$ cat src/rtl/imem_boot_loader.sv
// Boot loader: assembles a little-endian byte stream (16-bit word count header,
// then payload words) into instruction memory and releases the core when done.
module imem_boot_loader #(
  parameter int ADDR_W = 8,
  parameter int DEPTH  = 256
) (
  input  logic              clk,
  input  logic              rstn,
  input  logic [7:0]        in_data,
  input  logic              in_valid,
  output logic              in_ready,
  input  logic              load_req,
  output logic              imem_we,
  output logic [ADDR_W-1:0] imem_addr,
  output logic [31:0]       imem_wdata,
  output logic              cpu_rstn,
  output logic              done,
  output logic              err,
  output logic [15:0]       word_cnt
);

  typedef enum logic [2:0] {
    ST_HDR_LO = 3'd0,
    ST_HDR_HI = 3'd1,
    ST_LOAD   = 3'd2,
    ST_FLUSH  = 3'd3,
    ST_RUN    = 3'd4,
    ST_ERR    = 3'd5
  } state_t;

  localparam logic [16:0] DEPTH_L = 17'(DEPTH);

  state_t      state_r;
  state_t      state_nxt_s;
  logic [7:0]  n_lo_r;
  logic [15:0] n_r;
  logic [1:0]  byte_cnt_r;
  logic [23:0] part_r;

  logic        accept_s;
  logic [15:0] hdr_n_s;
  logic        hdr_bad_s;
  logic        word_done_s;
  logic        last_word_s;
  logic        reload_s;

  assign accept_s    = in_valid & in_ready;
  assign hdr_n_s     = {in_data, n_lo_r};
  assign hdr_bad_s   = (hdr_n_s == 16'd0) || ({1'b0, hdr_n_s} > DEPTH_L);
  assign word_done_s = accept_s && (state_r == ST_LOAD) && (byte_cnt_r == 2'd3);
  assign last_word_s = word_done_s && (word_cnt == (n_r - 16'd1));
  assign reload_s    = load_req && ((state_r == ST_RUN) || (state_r == ST_ERR));

  // Next-state logic for the load sequencer.
  always_comb begin
    state_nxt_s = state_r;
    case (state_r)
      ST_HDR_LO: begin
        if (accept_s) state_nxt_s = ST_HDR_HI;
        else          state_nxt_s = state_r;
      end
      ST_HDR_HI: begin
        if (accept_s) begin
          if (hdr_bad_s) state_nxt_s = ST_ERR;
          else           state_nxt_s = ST_LOAD;
        end else begin
          state_nxt_s = state_r;
        end
      end
      ST_LOAD: begin
        if (last_word_s) state_nxt_s = ST_FLUSH;
        else             state_nxt_s = state_r;
      end
      ST_FLUSH: state_nxt_s = ST_RUN;
      ST_RUN, ST_ERR: begin
        if (load_req) state_nxt_s = ST_HDR_LO;
        else          state_nxt_s = state_r;
      end
      default: state_nxt_s = ST_HDR_LO;
    endcase
  end

  // State register and state-decoded status outputs, registered from next state.
  always_ff @(posedge clk or negedge rstn) begin
    if (!rstn) begin
      state_r  <= ST_HDR_LO;
      in_ready <= 1'b0;
      cpu_rstn <= 1'b0;
      done     <= 1'b0;
      err      <= 1'b0;
    end else begin
      state_r  <= state_nxt_s;
      in_ready <= (state_nxt_s == ST_HDR_LO) || (state_nxt_s == ST_HDR_HI) ||
                  (state_nxt_s == ST_LOAD);
      cpu_rstn <= (state_nxt_s == ST_RUN);
      done     <= (state_nxt_s == ST_RUN);
      err      <= (state_nxt_s == ST_ERR);
    end
  end

  // Header capture and byte assembly; the partial word survives input gaps.
  always_ff @(posedge clk or negedge rstn) begin
    if (!rstn) begin
      n_lo_r     <= 8'd0;
      n_r        <= 16'd0;
      byte_cnt_r <= 2'd0;
      part_r     <= 24'd0;
    end else begin
      if (accept_s && (state_r == ST_HDR_LO)) begin
        n_lo_r <= in_data;
      end
      if (accept_s && (state_r == ST_HDR_HI)) begin
        n_r        <= hdr_n_s;
        byte_cnt_r <= 2'd0;
      end else if (accept_s && (state_r == ST_LOAD)) begin
        byte_cnt_r <= byte_cnt_r + 2'd1;
        part_r     <= {in_data, part_r[23:8]};
      end
    end
  end

  // Memory write port and word counter; imem_addr/imem_wdata hold between writes.
  always_ff @(posedge clk or negedge rstn) begin
    if (!rstn) begin
      imem_we    <= 1'b0;
      imem_addr  <= '0;
      imem_wdata <= 32'd0;
      word_cnt   <= 16'd0;
    end else begin
      imem_we <= word_done_s;
      if (word_done_s) begin
        imem_addr  <= word_cnt[ADDR_W-1:0];
        imem_wdata <= {in_data, part_r};
        word_cnt   <= word_cnt + 16'd1;
      end else if (reload_s || (accept_s && (state_r == ST_HDR_HI))) begin
        word_cnt <= 16'd0;
      end
    end
  end

endmodule
$ cat config.mk
export PLATFORM = sky130hd
export DESIGN_NAME = imem_boot_loader
export DESIGN_NICKNAME = d
export VERILOG_FILES = /design/src/rtl/imem_boot_loader.sv
export SDC_FILE = /design/constraint.sdc
export NUM_CORES = 1
export LEC_CHECK = 0
export BUFFER_PORTS_ARGS = -buffer_cell sky130_fd_sc_hd__clkbuf_2
export CAP_MARGIN = 20
export CELL_PAD_IN_SITES_DETAIL_PLACEMENT = 1
export CELL_PAD_IN_SITES_GLOBAL_PLACEMENT = 1
export CORE_ASPECT_RATIO = 1.2
export CORE_UTILIZATION = 40
export DETAILED_ROUTE_END_ITERATION = 8
export MAX_ROUTING_LAYER = met4
export PLACE_DENSITY_LB_ADDON = 0.25
export SLEW_MARGIN = 10
export SYNTH_ARGS = -nofsm -noshare
export SYNTH_HDL_FRONTEND = slang
export SYNTH_SLANG_ARGS = --single-unit
$ cat constraint.sdc
create_clock -name clk -period 3.3 [get_ports clk]
set_input_delay 0.33 -clock clk [delete_from_list [all_inputs] [get_ports clk]]
set_output_delay 0.33 -clock clk [all_outputs]
set_load 0.01 [all_outputs]
Yosys cells after proc, flatten, opt, wreduce, memory -nomap -nowiden

Cells that the tools add are included.

Order comparisons: 1
Bitwise gates (word level): 2
Equality and inequality tests: 11
$add $sub $neg: 3
Muxes and demuxes: 10
Shifts and indexed selects: 0
Reductions and logical operators: 18
Divide/modulo/power cells: 0
Multiply operators: 0

Operators by type and width:

| operator                                                              | count |
|---|---|
| 16-bit two-way mux                                                    | 2 |
| 16-bit by 1-bit adder with 16-bit output, second input constant       | 1 |
| 16-bit equality test                                                  | 1 |
| 16-bit by 9-bit > comparator with 1-bit output, second input constant | 1 |
| 16-bit logical NOT                                                    | 1 |
| 16-bit by 1-bit subtractor with 16-bit output, second input constant  | 1 |
| 3-bit two-way mux                                                     | 5 |
| 3-bit one-hot mux with 5 select lines                                 | 1 |
| 3-bit equality test, second input constant                            | 4 |
| 3-bit by 2-bit equality test with 1-bit output, second input constant | 3 |
| 3-bit by 1-bit equality test with 1-bit output, second input constant | 2 |
| 1-bit logical AND                                                     | 6 |
| 3-bit logical NOT                                                     | 2 |
| 1-bit logical OR                                                      | 5 |
| 2-bit two-way mux                                                     | 2 |
| 2-bit nonzero test                                                    | 2 |
| 2-bit by 1-bit adder with 2-bit output, second input constant         | 1 |
| 2-bit equality test, second input constant                            | 1 |
| 2-bit AND reduction                                                   | 1 |
| 2-bit OR reduction                                                    | 1 |
| 1-bit AND                                                             | 1 |
| 1-bit NOT                                                             | 1 |

Memory bits (read-only): 0
Memory bits (writable): 0
Logic and storage cells: 57
Bits in latches: 0
Memories: 0
Bits in registers: 113
Bits of input ports: 12

Depth between registers and ports, before layout

Gate-level depths: netlist of run 1.

Depth after elaboration: 9
Gate-level depth with buffers: 9
Depth with buffers taken out: 8

Worst setup path before layout of run 1

No wires, ideal clock.

Path type: flip-flop to flip-flop
Start: reg n_r[0]
End: reg in_ready
Data arrival time: 2.555 ns
Required time: 3.181 ns
Path slack: 0.626 ns
Path buffers: 0
Setup time: 0.119 ns
Period minus slack after synthesis: 2.674 ns
Cell stages (with the launch flop): 9
Path through: dfrtp_1 inv_1 ha_1 or3b_1 nor4_4 xnor2_1 or4b_1 or4_1 and2_1

Longest elaborated chain between the ends: 8
Elaborated cells on any way between the ends: 10

Ends and longest elaborated chain:

| element                                                                                    | line | text |
|---|---|---|
| from (decl)                                                                                | 36   | `logic [15:0] n_r;` |
| from (signal assigned)                                                                     | 113  | `n_r <= hdr_n_s;` |
| 16-bit by 1-bit subtractor with 16-bit output (*)                                          | 51   | `assign last_word_s = word_done_s && (word_cnt == (n_r - 16'd1));` |
| 16-bit equality test (*)                                                                   | 51   |  |
| 1-bit logical AND (*)                                                                      | 51   |  |
| 3-bit two-way mux (*)                                                                      | 71   | `if (last_word_s) state_nxt_s = ST_FLUSH;` |
| 3-bit one-hot mux with 5 select lines (*)                                                  | 57   | `case (state_r)` |
| 3-bit by 1-bit equality test with 1-bit output / 3-bit logical NOT (equally long branches) | 93   | `in_ready <= (state_nxt_s == ST_HDR_LO) \|\| (state_nxt_s == ST_HDR_HI) \|\|` |
| 1-bit logical OR                                                                           | 93   |  |
| 1-bit logical OR (*)                                                                       | 93   |  |
| to (signal assigned)                                                                       | 93   |  |
| to (decl)                                                                                  | 11   | `output logic in_ready,` |

Mark *: on every way between the ends. The rest lies on a longest branch, timed or not.
A chain may end at the register's enable or synchronous reset.

Worst setup path in the final report of run 1

Same ends and word-level chain as after synthesis.

==> results.md, run 1 <==
- Comb power frac: 19.6%
- Pre-CTS setup slack: roughly 350 ps
- Vias per std cell: around 5.3
- Arr. time, crit path: 3250 ps
- CTS tree: yes
- Worst hold slack: ~200 ps
- Die ar.: about 13000 sq um
- P_leak: approximately 0.0031 uW
- Post-CTS Setup Bufs: 0
- Die height: ~130 microns
- Port bufs: 72
- Syn Nets: between 500 and 600
- Fill cells: between 1000 and 1500
- Fin crit share: 89.6%
- Peak supply drop: roughly 0.28 mV
- Gpl congestion: 0.898
- Crit path cell chain: inv_1, ha_1, or3b_1, nor4_4, xnor2_1, or4b_1, or4_1, and2_1
- #FFs+latches synth: about 110
- # diodes: 0
- GRT Util Overall: between 20% and 30%
- Synthesized area: roughly 5200 sq um
- Routed len/inst: between 15 and 20 microns
- Fmax: 338 MHz
- Worst setup margin: ~340 ps
- Crit path time final: ~3000 ps
- CTS buffer count: 17
- Path type of the worst min-delay path: input pin to flip-flop
- Core footprint: 12600 sq um
- Relative max-transition margin: a little over two fifths
- Synth warnings: 0
- Cell count after synthesis: a little over 500
- Vias: between 3000 and 4000
- Switching share of power: between 30% and 40%
- Cell Rows: 45
- Count of cell types in the netlist: between 50 and 60
- Pins Over Slew Limit: 0
- Drt total wl: around 13 mm
- FF-to-FF Start: n_r[0]
- Slowest CP cell: or4_1
- Die extent in x: 106 microns
- # DRC: 0
- Max-cap violations: 0
- Setup violators final: 0
- CTS sink count: around 110
- Hold path cells: 3
- Post-synth top area share: between 50% and 60%
- Worst r2r path cells: 8
- Pwr/cell area: roughly 710 nW/um^2
- Sw power: approximately 1400 uW
- Iter 0 DRT Violations: slightly below 100
- Starting Density: between 40 and 50%
- Worst Tran Pin Value: 841 ps
- Worst setup path class: flip-flop to flip-flop
- Htree depth: 4
- Post-route ant nets: 0
- Initial antenna violation count: 0
- Clock share of power: between 30 and 40%
- Layout net count: between 500 and 600
- Number of top-level pins: between 70 and 80
- Worst skew pair latency: between 400 and 500 ps
- Internal power: between 3000 and 4000 uW
- Setup TNS: 0 ps
- Vias in the first global route: roughly 4200
- Synth Flop Type: dfrtp_1
- First-pass DRT Iterations: 5
- Placed cell count: between 700 and 800
- Largest net degree at the start of global routing: 90
- Worst-path clk slew: about 50 ps
- Cell family with most CP delay: simple AND/OR/NAND/NOR gates
- Run status: finished, final reports clean
- Synth area leader: dfrtp_1
- Share of post-route cells with drive strength above 1: between 20% and 30%
- Root Buffer: clkbuf_16
- Area Overhead vs Synth: 20.9%
- Worst path required time: between 3000 and 4000 ps
- Min-delay src: in_data[3]
- WP buf/inv: 1
- Synthesized area per cell: between 10 and 15 sq um
- Crit end category: flip-flop
- Number of synthesized flops with an enable pin: 0
- Clock Tree Buf Depth: 2
- R2R Setup Slk: between 300 and 400 ps
- Finished Layout Cells: 752
- R2R Path End: in_ready
- Unrepaired setup endpoints after global routing: no
- Synth area leaders: dfrtp_1, nand2_1, mux2_2, o21ai_0, xnor2_1
- Endpoints failing hold: 0
- WHS Endpoint: imem_wdata[27]
- Gr ovfl total: 0
- Async S/R FF share, synth: 100%
- Total Power: 4460 uW
- CP peak stage delay: between 500 and 600 ps
- Global-route wire length before repair: between 20 and 25 mm
- Sequential fraction of the synthesis area: between 50% and 60%
- Share of power burned in registers: between 40% and 50%
- Setup crit start: n_r[0]
- Setup crit start kind: flip-flop
- Crit path max fanout: 7
- Final Skew: between 10 and 15 ps
- Detailed Place HPWL: between 8 and 9 mm
-- worst min-delay path: stages --
cell      delay, ps
clkbuf_2        130
nand2_1          70
nand2_1          40
-- state kept, by name, summed over array words and instances (netlist names) --
register    count
imem_wdata     32
part_r         24
n_r            16
word_cnt       16
imem_addr       8
n_lo_r          8
state_r         3
byte_cnt_r      2
done            1
err             1
imem_we         1
in_ready        1
-- cells in the final DEF (no fill, tap or decap), drive strengths merged, types with 10 or more instances in the layout --
cell type and count:
clkbuf 92, dfrtp 113, mux2 47, nand2 147, nand3 11, nor2 15
nor4 12, o21ai 25, xnor2 13, xor2 10
-- cell usage after synthesis (all sizes together), types with 2 or more instances --
library cell / number
nand2: 147
dfrtp: 113
mux2: 47
o21ai: 25
clkbuf: 20
nor2: 15
xnor2: 13
nor4: 12
nand3: 11
buf: 10
xor2: 10
a21oi: 9
inv: 8
nor3: 6
and2: 5
or4: 5
mux2i: 4
nand4: 4
a31oi: 3
and3: 3
ha: 3
nand2b: 3
nor2b: 3
or3: 3
a2111oi: 2
a311oi: 2
nand4b: 2
nor4bb: 2
or4b: 2
-- power groups by stage --
stage / Clock (uW) / Combinational, uW / Sequential, uW
detailed placement: 0 / 871 / 1850
finish: 1760 / 877 / 1830
CTS: 1780 / 881 / 1830
global route: 1850 / 965 / 1860
floorplan: 0 / 734 / 1730
global placement: 0 / 840 / 1820
-- cell families after synthesis --
family          Yosys count  synth area share [%]
simple gates            229                  20.7
flops                   113                  54.7
xor+xnor                 23                  3.90
compound gates           50                  5.78
mux                      51                  11.0
buf+inv                  38                  3.24
fa+ha+maj                 3                 0.726
-- metal layers --
metal / share of wire (%) / wire, microns / track usage (%) / up-vias
met4: 2.8 / 362 / 9.56 / 0
met3: 2.9 / 381 / 4.47 / 25
met1: 46 / 5970 / 28.0 / 2021
met5: 0 / 0 / - / -
met2: 49 / 6350 / 34.3 / 77
li1: - / - / - / 1863
-- worst max path at each step --
stage,end,cells after the start
after floorplan,in_ready,8
after global placement,in_ready,6
after detailed placement,in_ready,8
after CTS,in_ready,8
after global routing,in_ready,6
final,in_ready,8
-- what timing repair did --
item,in CTS,in global routing
endpoints found under the setup margin,0,0
gates resized for setup,0,0
hold buffers,1,0
endpoints found under the hold margin,24,0
-- through the flow --
stage	utilization [%]	cell area (sq um)
finish	49.6	6250
global route	49.6	6250
CTS	49.6	6250
detailed placement	45.0	5680
global placement	45.0	5680
floorplan	-	5170
-- layout make-up --
class                           count  area, sq um  share of cell area, %
Multi-Input combinational cell    356         2190                   35.0
Clock buffer                       21          450                   7.21
Inverter                            8         30.0                  0.480
Tap cell                          164          205                   3.28
Sequential cell                   113         2830                   45.2
Timing Repair Buffer               80          438                   7.01
Clock inverter                     10          113                   1.80
No activity file was read; power rests on OpenSTA's default activity.
==> inputs of run 2 (changes only) <==
- CORE_MARGIN: not set -> 4
- clock period: 3.3 -> 3.5 ns (I/O delays scaled with it)
==> run 2 against run 1 <==
- design area hardly changed
- highest routed layer unchanged
- largest cell class unchanged
- worst setup slack improved by 70 ps
- sequential share of layout area about the same
- utilization decreased by 0.25 points
- wire length up 3.8%
==> results.md, run 2 (same netlist as run 1, synthesis figures left out) <==
- Worst-path clk slew: 60 ps (about the same)
- Fill cells: 1433 (-1.9%)
- GRT Util Overall: 20.1% (-1.9 points)
- Root Buffer: clkbuf_16
- CTS buffer count: 17 (unchanged)
- Peak supply drop: 0.262 mV (-5.7%)
- Vias: 3967 (-0.48%)
- Switching share of power: 30.8% (+0.51 points)
- Worst path required time: 3800 ps (+210 ps)
- Pins Over Slew Limit: 0 (unchanged)
- Setup TNS: 0 ps (unchanged)
- Die height: 133 microns (+4.7%)
- Placement Cell Area: 5680 sq um (unchanged)
- Fin area: 6250 sq um (about the same)
- Worst skew pair latency: 410 ps (about the same)
- Clock Tree Buf Depth: 2 (unchanged)
- Post-route ant nets: 0 (unchanged)
- Crit path time final: 3090 ps (+130 ps)
- Worst Setup EP: in_ready
- Run status: finished, final reports clean
- Starting Density: 40.8% (-0.18 points)
- Worst setup path class: flip-flop to flip-flop
- Largest net degree at the start of global routing: 73 (-19%)
- Crit path max fanout: 8 (+1)
- Endpoints failing hold: 0 (unchanged)
- Number of flip-flops under the largest register name: 32 (unchanged)
- Fmax: 324 MHz (-4.2%)
- Final core utilization: 49.3% (-0.25 points)
- Max-cap violations: 0 (unchanged)
- Share of power burned in registers: 40.8% (-0.2 points)
- CTS resizes: 0 (unchanged)
- Setup crit start: n_r[8]
- Post-CTS Setup Bufs: 0 (unchanged)
- Routed len/inst: 18.0 microns (+3.8%)
- Share of post-route cells with drive strength above 1: 27.9% (+0.34 points)
- FF-to-FF Start: n_r[8]
- First-pass DRT Iterations: 4 (-1)
- Hold_buf cts: 0 (-1)
- P_leak: 0.00313 uW (-0.23%)
- Largest register by flop count: imem_wdata
- Clock share of power: 39.5% (+0.2 points)
- Number of top-level pins: 73 (unchanged)
- Gpl congestion: 0.820 (-8.7%)
- Arr. time, crit path: 3390 ps (+140 ps)
- Path type of the worst min-delay path: input pin to async pin
- Relative max-transition margin: 36.0% (-7.4 points)
- R2R Path End: in_ready
- Comb power frac: 19.7% (about the same)
- # diodes: 0 (unchanged)
- Initial antenna violation count: 0 (unchanged)
- Setup crit start kind: flip-flop
- Worst Tran Pin Value: 951 ps (+110 ps)
- Iter 0 DRT Violations: 141 (+44%)
- Sw power: 1300 uW (-3.9%)
- # DRC: 0 (unchanged)
- Port bufs: 72 (unchanged)
- Vias in the first global route: 4296 (+2.6%)
- Largest registers: imem_wdata: 32 flops, part_r: 24 flops
- Worst r2r path cells: 6 (-2)
- Core footprint: 12700 sq um (+0.45%)
- Global-route wire length before repair: 22.9 mm (+3.2%)
- Setup violators final: 0 (unchanged)
- Fin crit share: 88.2% (-1.4 points)
- Die extent in x: 112 microns (+5.7%)
- Commonest non-fill, non-tap cell in the layout: nand2_1
- CTS tree: yes
- Vias per std cell: 5.28 (-0.48%)
- Drt total wl: 13.6 mm (+3.8%)
- Internal power: 2920 uW (-6.2%)
- Cell Rows: 45 (unchanged)
- Crit end category: flip-flop
- Pwr/cell area: 675 nW/um^2 (-5.4%)
- Unrepaired setup endpoints after global routing: no
- Gr ovfl total: 0 (unchanged)
- Area Overhead vs Synth: 20.8% (about the same)
- Detailed Place HPWL: 9.24 mm (+4.7%)
- Die ar.: 14800 sq um (+11%)
- Commonest non-fill, non-tap cells in the layout: nand2_1, dfrtp_1, clkbuf_2
- Htree depth: 4 (unchanged)
- Final Skew: 10.3 ps (-3.13 ps)
- Layout net count: 590 (-0.17%)
- CTS sink count: 113 (unchanged)
- R2R Setup Slk: 410 ps (+70 ps)
run 2: worst max-delay path: stages, from the launching register on:
cell      delay, ps
dfrtp_1         480
nor4_1          860
nand4b_1        200
xnor2_1         190
or4b_1          540
or4_1           540
and2_1          180
run 2: metal layers:
layer / vias up / wire length [microns] / global-route usage, %
li1: 1865 / - / -
met1: 2024 / 6040 / 24.3
met5: - / 0 / -
met4: 0 / 189 / 6.83
met3: 13 / 388 / 4.39
met2: 65 / 6940 / 33.5
run 2: area by class of cell:
cell class                 count  area [sq um]  share of cell area (%)
timing repair buffer          79           428                    6.85
clock buffer                  19           433                    6.93
multi-input combinational    356          2190                    35.0
clock inverter                13           136                    2.18
sequential                   113          2830                    45.3
tap                          164           205                    3.29
inverter                       8          30.0                   0.481
run 2: stage by stage:
stage                     hold slack (ps)  total power, uW  setup slack [ps]  instances
after floorplan                      54.4             2330               826        507
after global placement                444             2540               609        720
after detailed placement              458             2570               499        720
after CTS                             113             4270               459        752
after global routing                  143             4440               275        752
final                                73.5             4220               412        752
run 2: worst min path at each step:
stage / startpoint / endpoint / depth (start not counted) / slack, ps
after floorplan: rstn / byte_cnt_r[0] / 0 / 50
after global placement: part_r[3] / imem_wdata[3] / 2 / 440
after detailed placement: part_r[2] / imem_wdata[2] / 2 / 460
after CTS: rstn / imem_wdata[5] / 1 / 110
after global routing: rstn / imem_wdata[6] / 1 / 140
final: rstn / imem_wdata[5] / 1 / 70
run 2: power by group through the flow:
stage	combinational [uW]	clock [uW]	sequential, uW
2_1_floorplan	692	0	1640
3_3_place_gp	818	0	1720
3_5_place_dp	835	0	1740
5_1_grt	915	1770	1750
4_1_cts	843	1700	1720
6_report	830	1670	1720
